`config.mk`:
```
export PLATFORM = sky130hd
export DESIGN_NAME = dm_arbiter
export DESIGN_NICKNAME = d
export VERILOG_FILES = /design/src/rtl/dm_arbiter.sv
export SDC_FILE = /design/constraint.sdc
export NUM_CORES = 1
export LEC_CHECK = 0
export BUFFER_PORTS_ARGS = -buffer_cell sky130_fd_sc_hd__clkbuf_2
export CORE_MARGIN = 2
export CORE_UTILIZATION = 39
export CTS_BUF_LIST = sky130_fd_sc_hd__clkbuf_2
export DETAILED_ROUTE_END_ITERATION = 8
export HOLD_SLACK_MARGIN = 0.08
export PLACE_DENSITY = 0.78
export REMOVE_ABC_BUFFERS = 1
export SYNTH_ARGS = -nofsm -noshare
export SYNTH_HDL_FRONTEND = slang
export SYNTH_SLANG_ARGS = --single-unit
export TNS_END_PERCENT = 30
```
`constraint.sdc`:
```
create_clock -name clk -period 2.35 [get_ports clk]
set_input_delay 0.1175 -clock clk [delete_from_list [all_inputs] [get_ports clk]]
set_output_delay 0.1175 -clock clk [all_outputs]
set_load 0.1 [all_outputs]
```
`src/rtl/dm_arbiter.sv`:
```
// Two-port round-robin arbiter in front of the single-port word data memory.
// Sub-word stores become a read-modify-write because the memory only writes whole words.
module dm_arbiter #(
  parameter int DM_SIZE    = 3072,
  parameter bit FIRST_PORT = 1'b0
) (
  input  logic        clk,
  input  logic        reset,
  input  logic        a_req,
  input  logic        a_we,
  input  logic [31:0] a_addr,
  input  logic [3:0]  a_be,
  input  logic [31:0] a_wdata,
  output logic        a_gnt,
  output logic        a_rvalid,
  output logic [31:0] a_rdata,
  input  logic        b_req,
  input  logic        b_we,
  input  logic [31:0] b_addr,
  input  logic [3:0]  b_be,
  input  logic [31:0] b_wdata,
  output logic        b_gnt,
  output logic        b_rvalid,
  output logic [31:0] b_rdata,
  output logic [31:0] mem_addr,
  output logic [31:0] mem_wdata,
  output logic        mem_we,
  input  logic [31:0] mem_rdata
);

  localparam logic [31:0] ADDR_LIM = 32'(DM_SIZE) * 32'd4;

  typedef enum logic [1:0] {IDLE, RMW_RD, RMW_WR} state_t;

  typedef struct packed {
    logic        we;
    logic [31:0] addr;
    logic [3:0]  be;
    logic [31:0] wdata;
  } req_t;

  state_t      state;
  req_t        ra, rb, win;
  logic        last_b, own_b, sel_b, any_req;
  logic        win_oor, win_full, win_part;
  logic        gnt_any, gnt_b;
  logic [29:0] lat_addr;
  logic [3:0]  lat_be;
  logic [31:0] lat_wdata, old_word, merged;

  assign ra = {a_we, a_addr, a_be, a_wdata};
  assign rb = {b_we, b_addr, b_be, b_wdata};

  // B wins when alone, or on a tie when A was granted most recently.
  assign sel_b    = b_req && (!a_req || !last_b);
  assign any_req  = a_req || b_req;
  assign win      = sel_b ? rb : ra;
  assign win_oor  = win.addr >= ADDR_LIM;
  assign win_full = win.we && !win_oor && (win.be == 4'hF);
  assign win_part = win.we && !win_oor && (win.be != 4'h0) && (win.be != 4'hF);

  for (genvar i = 0; i < 4; i++) begin : g_merge
    assign merged[8*i +: 8] = lat_be[i] ? lat_wdata[8*i +: 8] : old_word[8*i +: 8];
  end

  // Nothing reaches the memory or the ports while reset is held, so an
  // abort in the middle of a read-modify-write never writes or grants.
  always_comb begin
    mem_addr  = '0;
    mem_wdata = '0;
    mem_we    = 1'b0;
    gnt_any   = 1'b0;
    gnt_b     = 1'b0;
    if (reset) begin
      case (state)
        IDLE: if (any_req) begin
          mem_addr = {win.addr[31:2], 2'b00};
          if (!win_part) begin
            gnt_any = 1'b1;
            gnt_b   = sel_b;
          end
          if (win_full) begin
            mem_we    = 1'b1;
            mem_wdata = win.wdata;
          end
        end
        RMW_RD: mem_addr = {lat_addr, 2'b00};
        RMW_WR: begin
          mem_addr  = {lat_addr, 2'b00};
          mem_we    = 1'b1;
          mem_wdata = merged;
          gnt_any   = 1'b1;
          gnt_b     = own_b;
        end
        default: ;
      endcase
    end
  end

  assign a_gnt = gnt_any && !gnt_b;
  assign b_gnt = gnt_any && gnt_b;

  always_ff @(posedge clk) begin
    if (!reset) begin
      state     <= IDLE;
      last_b    <= !FIRST_PORT;
      own_b     <= 1'b0;
      lat_addr  <= '0;
      lat_be    <= '0;
      lat_wdata <= '0;
      old_word  <= '0;
      a_rdata   <= '0;
      b_rdata   <= '0;
      a_rvalid  <= 1'b0;
      b_rvalid  <= 1'b0;
    end else begin
      a_rvalid <= 1'b0;
      b_rvalid <= 1'b0;
      if (gnt_any) last_b <= gnt_b;
      case (state)
        IDLE: if (any_req) begin
          if (win_part) begin
            own_b     <= sel_b;
            lat_addr  <= win.addr[31:2];
            lat_be    <= win.be;
            lat_wdata <= win.wdata;
            state     <= RMW_RD;
          end else if (!win.we) begin
            if (sel_b) begin
              b_rdata  <= win_oor ? 32'h0 : mem_rdata;
              b_rvalid <= 1'b1;
            end else begin
              a_rdata  <= win_oor ? 32'h0 : mem_rdata;
              a_rvalid <= 1'b1;
            end
          end
        end
        RMW_RD: begin
          old_word <= mem_rdata;
          state    <= RMW_WR;
        end
        RMW_WR:  state <= IDLE;
        default: state <= IDLE;
      endcase
    end
  end

endmodule

```
=== Word level (Yosys, flattened, before mapping) ===
Index checks and enable logic that the tools add are counted.

* Reductions and logical operators: 21
* Multiplexer cells: 30
* Bitwise logic cells: 6
* $lt $le $gt $ge: 1
* Equal/unequal tests: 6

{| class="wikitable"
|+ Operators with widths
! cell !! count
|-
| $mux 32 || 6
|-
| $pmux 32 s2 || 2
|-
| $mux 69 || 1
|-
| $ge 32x14->1 const B || 1
|-
| $mux 8 || 4
|-
| $mux 1 || 11
|-
| $reduce_and 5->1 || 2
|-
| $logic_and 1x1->1 || 7
|-
| $not 1->1 || 6
|-
| $pmux 1 s2 || 3
|-
| $reduce_or 5->1 || 1
|-
| $eq 4x4->1 const B || 1
|-
| $logic_not 1->1 || 4
|-
| $mux 2 || 2
|-
| $ne 2x2->1 const B || 2
|-
| $ne 4x4->1 const B || 1
|-
| $pmux 2 s2 || 1
|-
| $reduce_bool 4->1 || 1
|-
| $reduce_and 3->1 || 1
|-
| $eq 2x1->1 const B || 1
|-
| $eq 2x2->1 const B || 1
|-
| $logic_not 2->1 || 1
|-
| $logic_or 1x1->1 || 2
|-
| $reduce_and 2->1 || 1
|-
| $reduce_or 2->1 || 1
|}

* Register bits after elaboration: 168
* Bits of input ports: 174
* Logic and storage cells: 75

=== Logic depth before layout (Yosys ltp) ===
Gate-level depths: netlist of the first run.

* Word-level depth: 15
* Depth in mapped cells: 9
* Gate-level depth less buffers: 7

=== Least setup slack after synthesis of the first run ===
Ideal clock, no wire load.

* Path kind: register to output
* From: register state[0]
* To: output port mem_wdata[10]
* Data arrival time: 2.840 ns
* Path slack: -0.608 ns
* Cell stages (with the launch flop): 8
* Required time: 2.233 ns
* Path buffers: 1
* Cell sequence: dfxtp_1 -> inv_1 -> ha_1 -> inv_1 -> nor2_1 -> o211ai_1 -> clkbuf_1 -> o22ai_1

* Cells in the longest elaborated chain, start to end: 3
* Elaborated cells between the ends (all ways): 4

{| class="wikitable"
|+ RTL lines
! element !! RTL line !! RTL
|-
| from (decl) || 42 || <nowiki>state_t state;</nowiki>
|-
| from (signal assigned) || 105 || <nowiki>state <= IDLE;</nowiki>
|-
| from (signal assigned) || 127 || <nowiki>state <= RMW_RD;</nowiki>
|-
| from (signal assigned) || 140 || <nowiki>state <= RMW_WR;</nowiki>
|-
| $eq 2x2->1 / $logic_not 2->1 (equally long branches) || 75 || <nowiki>case (state)</nowiki>
|-
| $pmux 32 s2 (*) || 75 ||
|-
| $mux 32 (*) || 74 || <nowiki>if (reset) begin</nowiki>
|-
| to (decl) || 26 || <nowiki>output logic [31:0] mem_wdata,</nowiki>
|}

Every way passes the cells marked *; elsewhere a longest branch is shown, timed or not.

=== Worst setup path in the final report of the first run ===
* From: register last_b
* To: output port mem_wdata[26]

* Cells in the longest elaborated chain, start to end: 12
* Elaborated cells between the ends (all ways): 13

{| class="wikitable"
|+ RTL lines
! element !! RTL line !! RTL
|-
| from (decl) || 44 || <nowiki>logic last_b, own_b, sel_b, any_req;</nowiki>
|-
| from (signal assigned) || 106 || <nowiki>last_b <= !FIRST_PORT;</nowiki>
|-
| from (signal assigned) || 119 || <nowiki>if (gnt_any) last_b <= gnt_b;</nowiki>
|-
| $logic_not 1->1 (*) || 55 || <nowiki>assign sel_b = b_req && (!a_req || !last_b);</nowiki>
|-
| $logic_or 1x1->1 (*) || 55 ||
|-
| $logic_and 1x1->1 (*) || 55 ||
|-
| $mux 69 (*) || 57 || <nowiki>assign win = sel_b ? rb : ra;</nowiki>
|-
| $ge 32x14->1 || 58 || <nowiki>assign win_oor = win.addr >= ADDR_LIM;</nowiki>
|-
| $logic_not 1->1 || 59 || <nowiki>assign win_full = win.we && !win_oor && (win.be == 4'hF);</nowiki>
|-
| $logic_and 1x1->1 (2 in series) || 59 ||
|-
| $mux 32 (*) || 82 || <nowiki>if (win_full) begin</nowiki>
|-
| $mux 32 (*) || 76 || <nowiki>IDLE: if (any_req) begin</nowiki>
|-
| $pmux 32 s2 (*) || 75 ||
|-
| $mux 32 (*) || 74 ||
|}

Marks and branches as above.

==> results.sh, run 1 <==
export IMPL_yosysWarningCount=0
export IMPL_numPlacedInstances=1453
export IMPL_cts_made_buffers=17
export IMPL_tightest_slew_ns=0.682
export IMPL_grt_pass1_vias=9266
export IMPL_fin_cells=1657
export IMPL_dieHeight_um=147
export IMPL_post_synth_num_cell_types=39
export IMPL_leakagePower_nw=5.74
export IMPL_io_buffers=300
export IMPL_worst_slack_ns=-0.469
export IMPL_clock_sinks=168
export IMPL_initial_standard_cell_utilization_of_the_core=0.395
export IMPL_cp_data_arrival_time_ns=2.70
export IMPL_whs_ns=0.153
export IMPL_fin_skew_ns=0.0586
export IMPL_synthCells=931
export IMPL_grt_antenna_before_repair=1
export IMPL_post_drt_wl_per_cell_um=19.6
export IMPL_worstPathRequired_ns=2.23
export IMPL_regArea_sq_um=3370
export IMPL_ir_worst_vdd_mv=0.326
export IMPL_synth_edff_count=0
export IMPL_r2r_cells=7
export IMPL_place_detailed_hpwl_um=18700
export IMPL_wl_met3_um=2130
export IMPL_flops_latches_synth=168
export IMPL_pin_count=307
export IMPL_final_antenna_net_count=0
export IMPL_grt_max_degree=62
export IMPL_die_w_um=147
export IMPL_layout_filler_cells=1461
export IMPL_timing_setup_tns_ns=-18.87
export IMPL_groute_usage_overall=0.286
export IMPL_final_max_slew_violation_count=0
export IMPL_seq_area_frac_synth=0.424
export IMPL_period_needed_ns=2.82
export IMPL_core_area_sq_um=20100
export IMPL_drt_vias_per_instance=5.43
export IMPL_timing_critical_path_to="mem_wdata[26]"
export IMPL_total_met2_wirelength_after_detailed_routing_um=16400
export IMPL_power_total_mw=5.89
export IMPL_die_area_sq_um=21500
export IMPL_outcome="finished with violations"
export IMPL_power_per_cell_area_nw_per_um2=444
export IMPL_synthArstFlopShare=0
export IMPL_first_pass_grt_wire_length_um=49000
export IMPL_worst_setup_path_startpoint="last_b"
export IMPL_wirelength_met1_um=12500
export IMPL_cts_tree="built"
export IMPL_clock_tree_root_cell="sky130_fd_sc_hd__clkbuf_2"
export IMPL_report_final_setup_viol=74
export IMPL_num_rows=52
export IMPL_finalHoldViolations=0
export IMPL_final_layout_size_suffix_gt1_frac=0.354
export IMPL_setup_worst_path_end_class="primary output"
export IMPL_finish_net_count=1552
export IMPL_clk_insertion_delay_late_ns=0.78
export IMPL_multi_input_comb_area_sq_um=4760
export IMPL_rr_endpoint="lat_wdata[6]"
export IMPL_top_layer_used="met4"
export IMPL_gr_total_overflow=0
export IMPL_reg2reg_from="last_b"
export IMPL_worst_setup_path_start_kind="flip-flop"
export IMPL_areaGrowthSynthToFinish_pct=67.2
export IMPL_max_freq_mhz=355
export IMPL_finalWeightedCongestion=0.908
export IMPL_clock_tree_buffer_depth=2
export IMPL_vias=8997
export IMPL_failed_checks="negative setup slack"
export IMPL_critical_path_peak_fanout=8
export IMPL_final_period_utilization=1.20
export IMPL_predominant_post_synthesis_flop_cell="sky130_fd_sc_hd__dfxtp_1"
export IMPL_slew_headroom=0.545
export IMPL_cts_htree_levels=4
export IMPL_drt_pre_antenna_iters=7
export IMPL_clkSlewWorstSetupHoldPaths_ns=0.31
export IMPL_drt_total_wl_um=32400
export IMPL_post_synth_instance_area_sq_um=7940
export IMPL_utilization=0.660
export IMPL_synth_avg_cell_area_sq_um=8.53
export IMPL_drt_drc_violations_left=0
export IMPL_holdCritPathClass="in -> reg"
export IMPL_max_cap_violations=0
export IMPL_rsz0062_at_grt="true"
export IMPL_r2r_slack_ns=-0.07
export IMPL_worst_setup_path_type="reg -> out"
export IMPL_detailedRoute_firstIterationViolations=583
-- registers in the layout, summed over array words and instances (netlist names), 2 cells and up --
name and cells:
b_rdata 32, lat_addr 30, lat_wdata 32, old_word 32
a_rdata 32, lat_be 4, state 2
-- placed cells by master, fill, tap and decap left out, types with 3 or more instances in the layout --
| cell | instances |
|---|---|
| sky130_fd_sc_hd__a21oi_1 | 37 |
| sky130_fd_sc_hd__a22oi_1 | 76 |
| sky130_fd_sc_hd__and2_1 | 32 |
| sky130_fd_sc_hd__and3_1 | 18 |
| sky130_fd_sc_hd__buf_12 | 70 |
| sky130_fd_sc_hd__buf_4 | 30 |
| sky130_fd_sc_hd__buf_6 | 5 |
| sky130_fd_sc_hd__clkbuf_2 | 251 |
| sky130_fd_sc_hd__dfxtp_1 | 165 |
| sky130_fd_sc_hd__dlygate4sd3_1 | 154 |
| sky130_fd_sc_hd__dlymetal6s4s_1 | 4 |
| sky130_fd_sc_hd__ha_1 | 3 |
| sky130_fd_sc_hd__inv_1 | 3 |
| sky130_fd_sc_hd__inv_6 | 6 |
| sky130_fd_sc_hd__inv_8 | 4 |
| sky130_fd_sc_hd__mux2_2 | 32 |
| sky130_fd_sc_hd__mux2i_1 | 98 |
| sky130_fd_sc_hd__mux2i_2 | 15 |
| sky130_fd_sc_hd__nand2_1 | 121 |
| sky130_fd_sc_hd__nand4_1 | 3 |
| sky130_fd_sc_hd__nor2_1 | 149 |
| sky130_fd_sc_hd__nor2_2 | 13 |
| sky130_fd_sc_hd__nor3_1 | 8 |
| sky130_fd_sc_hd__nor4_1 | 9 |
| sky130_fd_sc_hd__o22ai_2 | 9 |
| sky130_fd_sc_hd__o22ai_4 | 23 |
-- cells by family (layout without fill, tap and decap cells) --
| group | count (synthesis) | after routing | synth area share |
|---|---|---|---|
| multiplexers | 145 | 145 | 0.188 |
| buffers and inverters | 86 | 540 | 0.0462 |
| other | 1 | 3 | 0.000472 |
| flip-flops | 168 | 168 | 0.424 |
| adder cells (fa/ha/maj) | 5 | 5 | 0.00788 |
| AND/OR/NAND/NOR | 368 | 368 | 0.201 |
| AO/OA/AOI/OAI | 158 | 158 | 0.133 |
-- repair_timing --
action / in CTS / in global routing
buffers inserted: 7 / 5
endpoints found under the setup margin: 65 / 90
cloned: 3 / 1
pin swaps: 3 / 4
hold buffers: 155 / 3
gates resized for setup: 57 / 68
hold endpoints to repair: 168 / 3
-- per-stage QoR --
step | worst slack (ns) | instance area [sq um]
CTS | -0.427 | 12900
global placement | 0.144 | 10700
finish | -0.469 | 13300
detailed placement | 0.112 | 10700
floorplan | -2.56 | 7600
global route | -0.627 | 13300
-- cells in the mapped netlist, types with 2 or more instances --
master / number / area (sq um)
sky130_fd_sc_hd__buf_6: 3 / 33.8
sky130_fd_sc_hd__and2_1: 32 / 200
sky130_fd_sc_hd__buf_1: 4 / 15.0
sky130_fd_sc_hd__and3_1: 18 / 113
sky130_fd_sc_hd__buf_4: 2 / 15.0
sky130_fd_sc_hd__nand4_1: 3 / 18.8
sky130_fd_sc_hd__or4_1: 2 / 15.0
sky130_fd_sc_hd__buf_2: 11 / 55.1
sky130_fd_sc_hd__ha_1: 5 / 62.6
sky130_fd_sc_hd__a211oi_1: 2 / 15.0
sky130_fd_sc_hd__dfxtp_1: 168 / 3360
sky130_fd_sc_hd__nor2_1: 163 / 612
sky130_fd_sc_hd__nand3_1: 3 / 15.0
sky130_fd_sc_hd__o22ai_1: 32 / 200
sky130_fd_sc_hd__mux2_2: 32 / 360
sky130_fd_sc_hd__a21oi_1: 39 / 195
sky130_fd_sc_hd__nand2_1: 123 / 462
sky130_fd_sc_hd__nor4_1: 9 / 56.3
sky130_fd_sc_hd__clkbuf_1: 60 / 225
sky130_fd_sc_hd__mux2i_1: 113 / 1130
sky130_fd_sc_hd__inv_1: 5 / 18.8
sky130_fd_sc_hd__nor3_1: 10 / 50.1
sky130_fd_sc_hd__a22oi_1: 76 / 571
-- layer usage --
layer  vias up  global-route usage
met3       103              0.0566
met1      4301               0.323
met5         -                   0
li1       4143                   -
met4         0               0.130
met2       450               0.517
-- worst min-delay path by stage --
stage	startpoint	to	slack [ns]	cells past startpoint
floorplan	reset	lat_addr[0]	0.26	2
global placement	mem_rdata[24]	b_rdata[24]	0.40	3
detailed placement	mem_rdata[11]	old_word[11]	0.40	3
CTS	mem_rdata[21]	old_word[21]	0.08	4
global route	mem_rdata[21]	old_word[21]	0.11	4
finish	mem_rdata[23]	a_rdata[23]	0.15	4
-- area by class of cell --
class	instances	share of cell area
clock inverter	15	0.0112
sequential	168	0.254
antenna	1	0.000189
tap	270	0.0254
timing repair buffer	502	0.342
clock buffer	17	0.00641
inverter	6	0.00217
multi-input combinational	678	0.358
-- power by group --
part / switching [mW] / internal, mW
registers: 0.00248 / 2.86
clock network: 1.23 / 0.349
logic: 0.827 / 0.619
total: 2.06 / 3.83
-- critical path: stages (launching register included) --
cell,delay [ns]
sky130_fd_sc_hd__dfxtp_4,0.43
sky130_fd_sc_hd__a21bo_4,0.15
sky130_fd_sc_hd__nand4_1,0.11
sky130_fd_sc_hd__nor3_1,0.26
sky130_fd_sc_hd__o211ai_1,0.21
sky130_fd_sc_hd__buf_4,0.24
sky130_fd_sc_hd__clkbuf_16,0.20
sky130_fd_sc_hd__o22ai_4,0.14
sky130_fd_sc_hd__buf_12,0.20
Power figures use the tool's default switching activity.
==> inputs of run 2 (changes only) <==
CORE_UTILIZATION = 51   (was 39)
GPL_ROUTABILITY_DRIVEN = 0   (was not set)
PLACE_DENSITY = 0.95   (was 0.78)
==> run 2 against run 1 <==
  * The flow still finishes with violations (negative setup slack)
  * Combinational power about the same
  * Core utilization up 19 points
  * Non-clock buffer count down 19
  * Maximum frequency down 0.24%
  * Sequential power about the same
  * Clock power about the same
==> results.sh, run 2 (same netlist as run 1, synthesis figures left out) <==
export IMPL_tightest_slew_ns=0.695
export IMPL_whs_ns=0.0955
export IMPL_grt_pass1_vias=10300
export IMPL_gr_total_overflow=0
export IMPL_utilization=0.854
export IMPL_worst_setup_path_type="reg -> out"
export IMPL_pin_count=307
export IMPL_setup_worst_path_end_class="primary output"
export IMPL_cts_tree="built"
export IMPL_failed_checks="negative setup slack"
export IMPL_layout_filler_cells=666
export IMPL_finish_net_count=1533
export IMPL_ir_worst_vdd_mv=0.311
export IMPL_die_w_um=129
export IMPL_clkSlewWorstSetupHoldPaths_ns=0.32
export IMPL_fin_skew_ns=0.0658
export IMPL_clock_tree_root_cell="sky130_fd_sc_hd__clkbuf_2"
export IMPL_io_buffers=300
export IMPL_place_detailed_hpwl_um=19200
export IMPL_outcome="finished with violations"
export IMPL_power_total_mw=5.94
export IMPL_vias=10100
export IMPL_drt_pre_antenna_iters=7
export IMPL_final_max_slew_violation_count=0
export IMPL_final_area_sq_um=13000
export IMPL_die_area_sq_um=16600
export IMPL_drt_vias_per_instance=6.49
export IMPL_post_drt_wl_per_cell_um=25.4
export IMPL_critical_path_peak_fanout=5
export IMPL_clk_insertion_delay_late_ns=0.86
export IMPL_first_pass_grt_wire_length_um=57000
export IMPL_worstPathCellList="a21bo_4, nand4_1, nor3_2, o211ai_1, buf_4, clkbuf_16, o22ai_2, buf_12"
export IMPL_max_freq_mhz=354
export IMPL_cp_data_arrival_time_ns=2.71
export IMPL_cts_made_buffers=17
export IMPL_rsz0062_at_grt="true"
export IMPL_initial_standard_cell_utilization_of_the_core=0.522
export IMPL_worstPathRequired_ns=2.23
export IMPL_clock_sinks=168
export IMPL_slew_headroom=0.536
export IMPL_report_final_setup_viol=79
export IMPL_final_antenna_net_count=0
export IMPL_worst_slack_ns=-0.476
export IMPL_groute_usage_overall=0.447
export IMPL_final_period_utilization=1.20
export IMPL_dieHeight_um=129
export IMPL_finalHoldViolations=0
export IMPL_final_common_cell="sky130_fd_sc_hd__clkbuf_2"
export IMPL_cts_htree_levels=4
export IMPL_drt_drc_violations_left=0
export IMPL_max_stage_delay_ns=0.43
export IMPL_drt_total_wl_um=39600
export IMPL_period_needed_ns=2.83
export IMPL_detailedRoute_firstIterationViolations=1202
export IMPL_final_layout_size_suffix_gt1_frac=0.341
export IMPL_placed_cell_area_sq_um=10700
export IMPL_crit_slowest_cell="sky130_fd_sc_hd__dfxtp_4"
export IMPL_clock_tree_buffer_depth=2
export IMPL_leakagePower_nw=5.66
export IMPL_max_cap_violations=0
export IMPL_grt_antenna_before_repair=6
export IMPL_timing_setup_tns_ns=-22.25
export IMPL_worst_setup_path_start_kind="flip-flop"
export IMPL_layout_common_cells="sky130_fd_sc_hd__clkbuf_2, sky130_fd_sc_hd__dfxtp_1, sky130_fd_sc_hd__nor2_1"
export IMPL_areaGrowthSynthToFinish_pct=63.5
export IMPL_core_area_sq_um=15200
export IMPL_num_rows=45
export IMPL_power_per_cell_area_nw_per_um2=457
export IMPL_grt_max_degree=44
export IMPL_holdCritPathClass="in -> reg"
[run 2: worst paths after layout]
| check | cells past startpoint | slack (ns) | endpoint | from |
|---|---|---|---|---|
| worst min-delay path | 4 | 0.1 | old_word[30] | mem_rdata[30] |
| worst min register to register | 2 | 0.48 | lat_addr[10] | lat_addr[10] |
| worst max register to register | 6 | -0.21 | lat_wdata[4] | last_b |
| worst max-delay path | 8 | -0.48 | mem_wdata[26] | last_b |
[run 2: repair_timing]
item | 4_1_cts | 5_1_grt
pin swaps | 1 | 3
hold buffers | 145 | 0
cloned | 1 | 3
endpoints found under the hold margin | 168 | 0
setup endpoints to repair | 65 | 87
setup buffers | 2 | 4
resized for setup | 61 | 33
[run 2: where the power goes]
part	leakage [nW]	internal [mW]	total, mW	switching [mW]
Combinational	4.17	0.590	1.46	0.869
Sequential	1.35	2.86	2.87	0.00266
Clock	0.127	0.404	1.61	1.21
Total	5.66	3.86	5.94	2.08
[run 2: metal layers]
| metal | global-route usage | wire length [um] |
|---|---|---|
| met1 | 0.467 | 12800 |
| met2 | 0.760 | 18200 |
| met5 | 0 | 12 |
| met4 | 0.335 | 3650 |
| met3 | 0.136 | 4940 |
[run 2: area by class of cell]
class / instances / area, sq um / share of cell area
clock inverters: 15 / 143 / 0.0110
clock buffers: 17 / 85.1 / 0.00655
flip-flops and latches: 168 / 3370 / 0.260
repair buffers: 483 / 4390 / 0.338
inverters: 6 / 25.0 / 0.00193
multi-input cells: 678 / 4720 / 0.364
well taps: 188 / 235 / 0.0181
diodes: 4 / 10.0 / 0.000771
[run 2: worst max-delay path, delay by kind of cell (launching register included)]
| kind | cells | cell delay, ns |
|---|---|---|
| compound gates | 3 | 0.52 |
| buf+inv | 3 | 0.57 |
| flops | 1 | 0.43 |
| simple gates | 2 | 0.37 |
[run 2: through the flow]
step	setup WS, ns	cells
after floorplan	-2.56	852
after global placement	0.137	1368
after detailed placement	0.109	1368
after CTS	-0.385	1548
after global routing	-0.579	1558
final	-0.476	1559
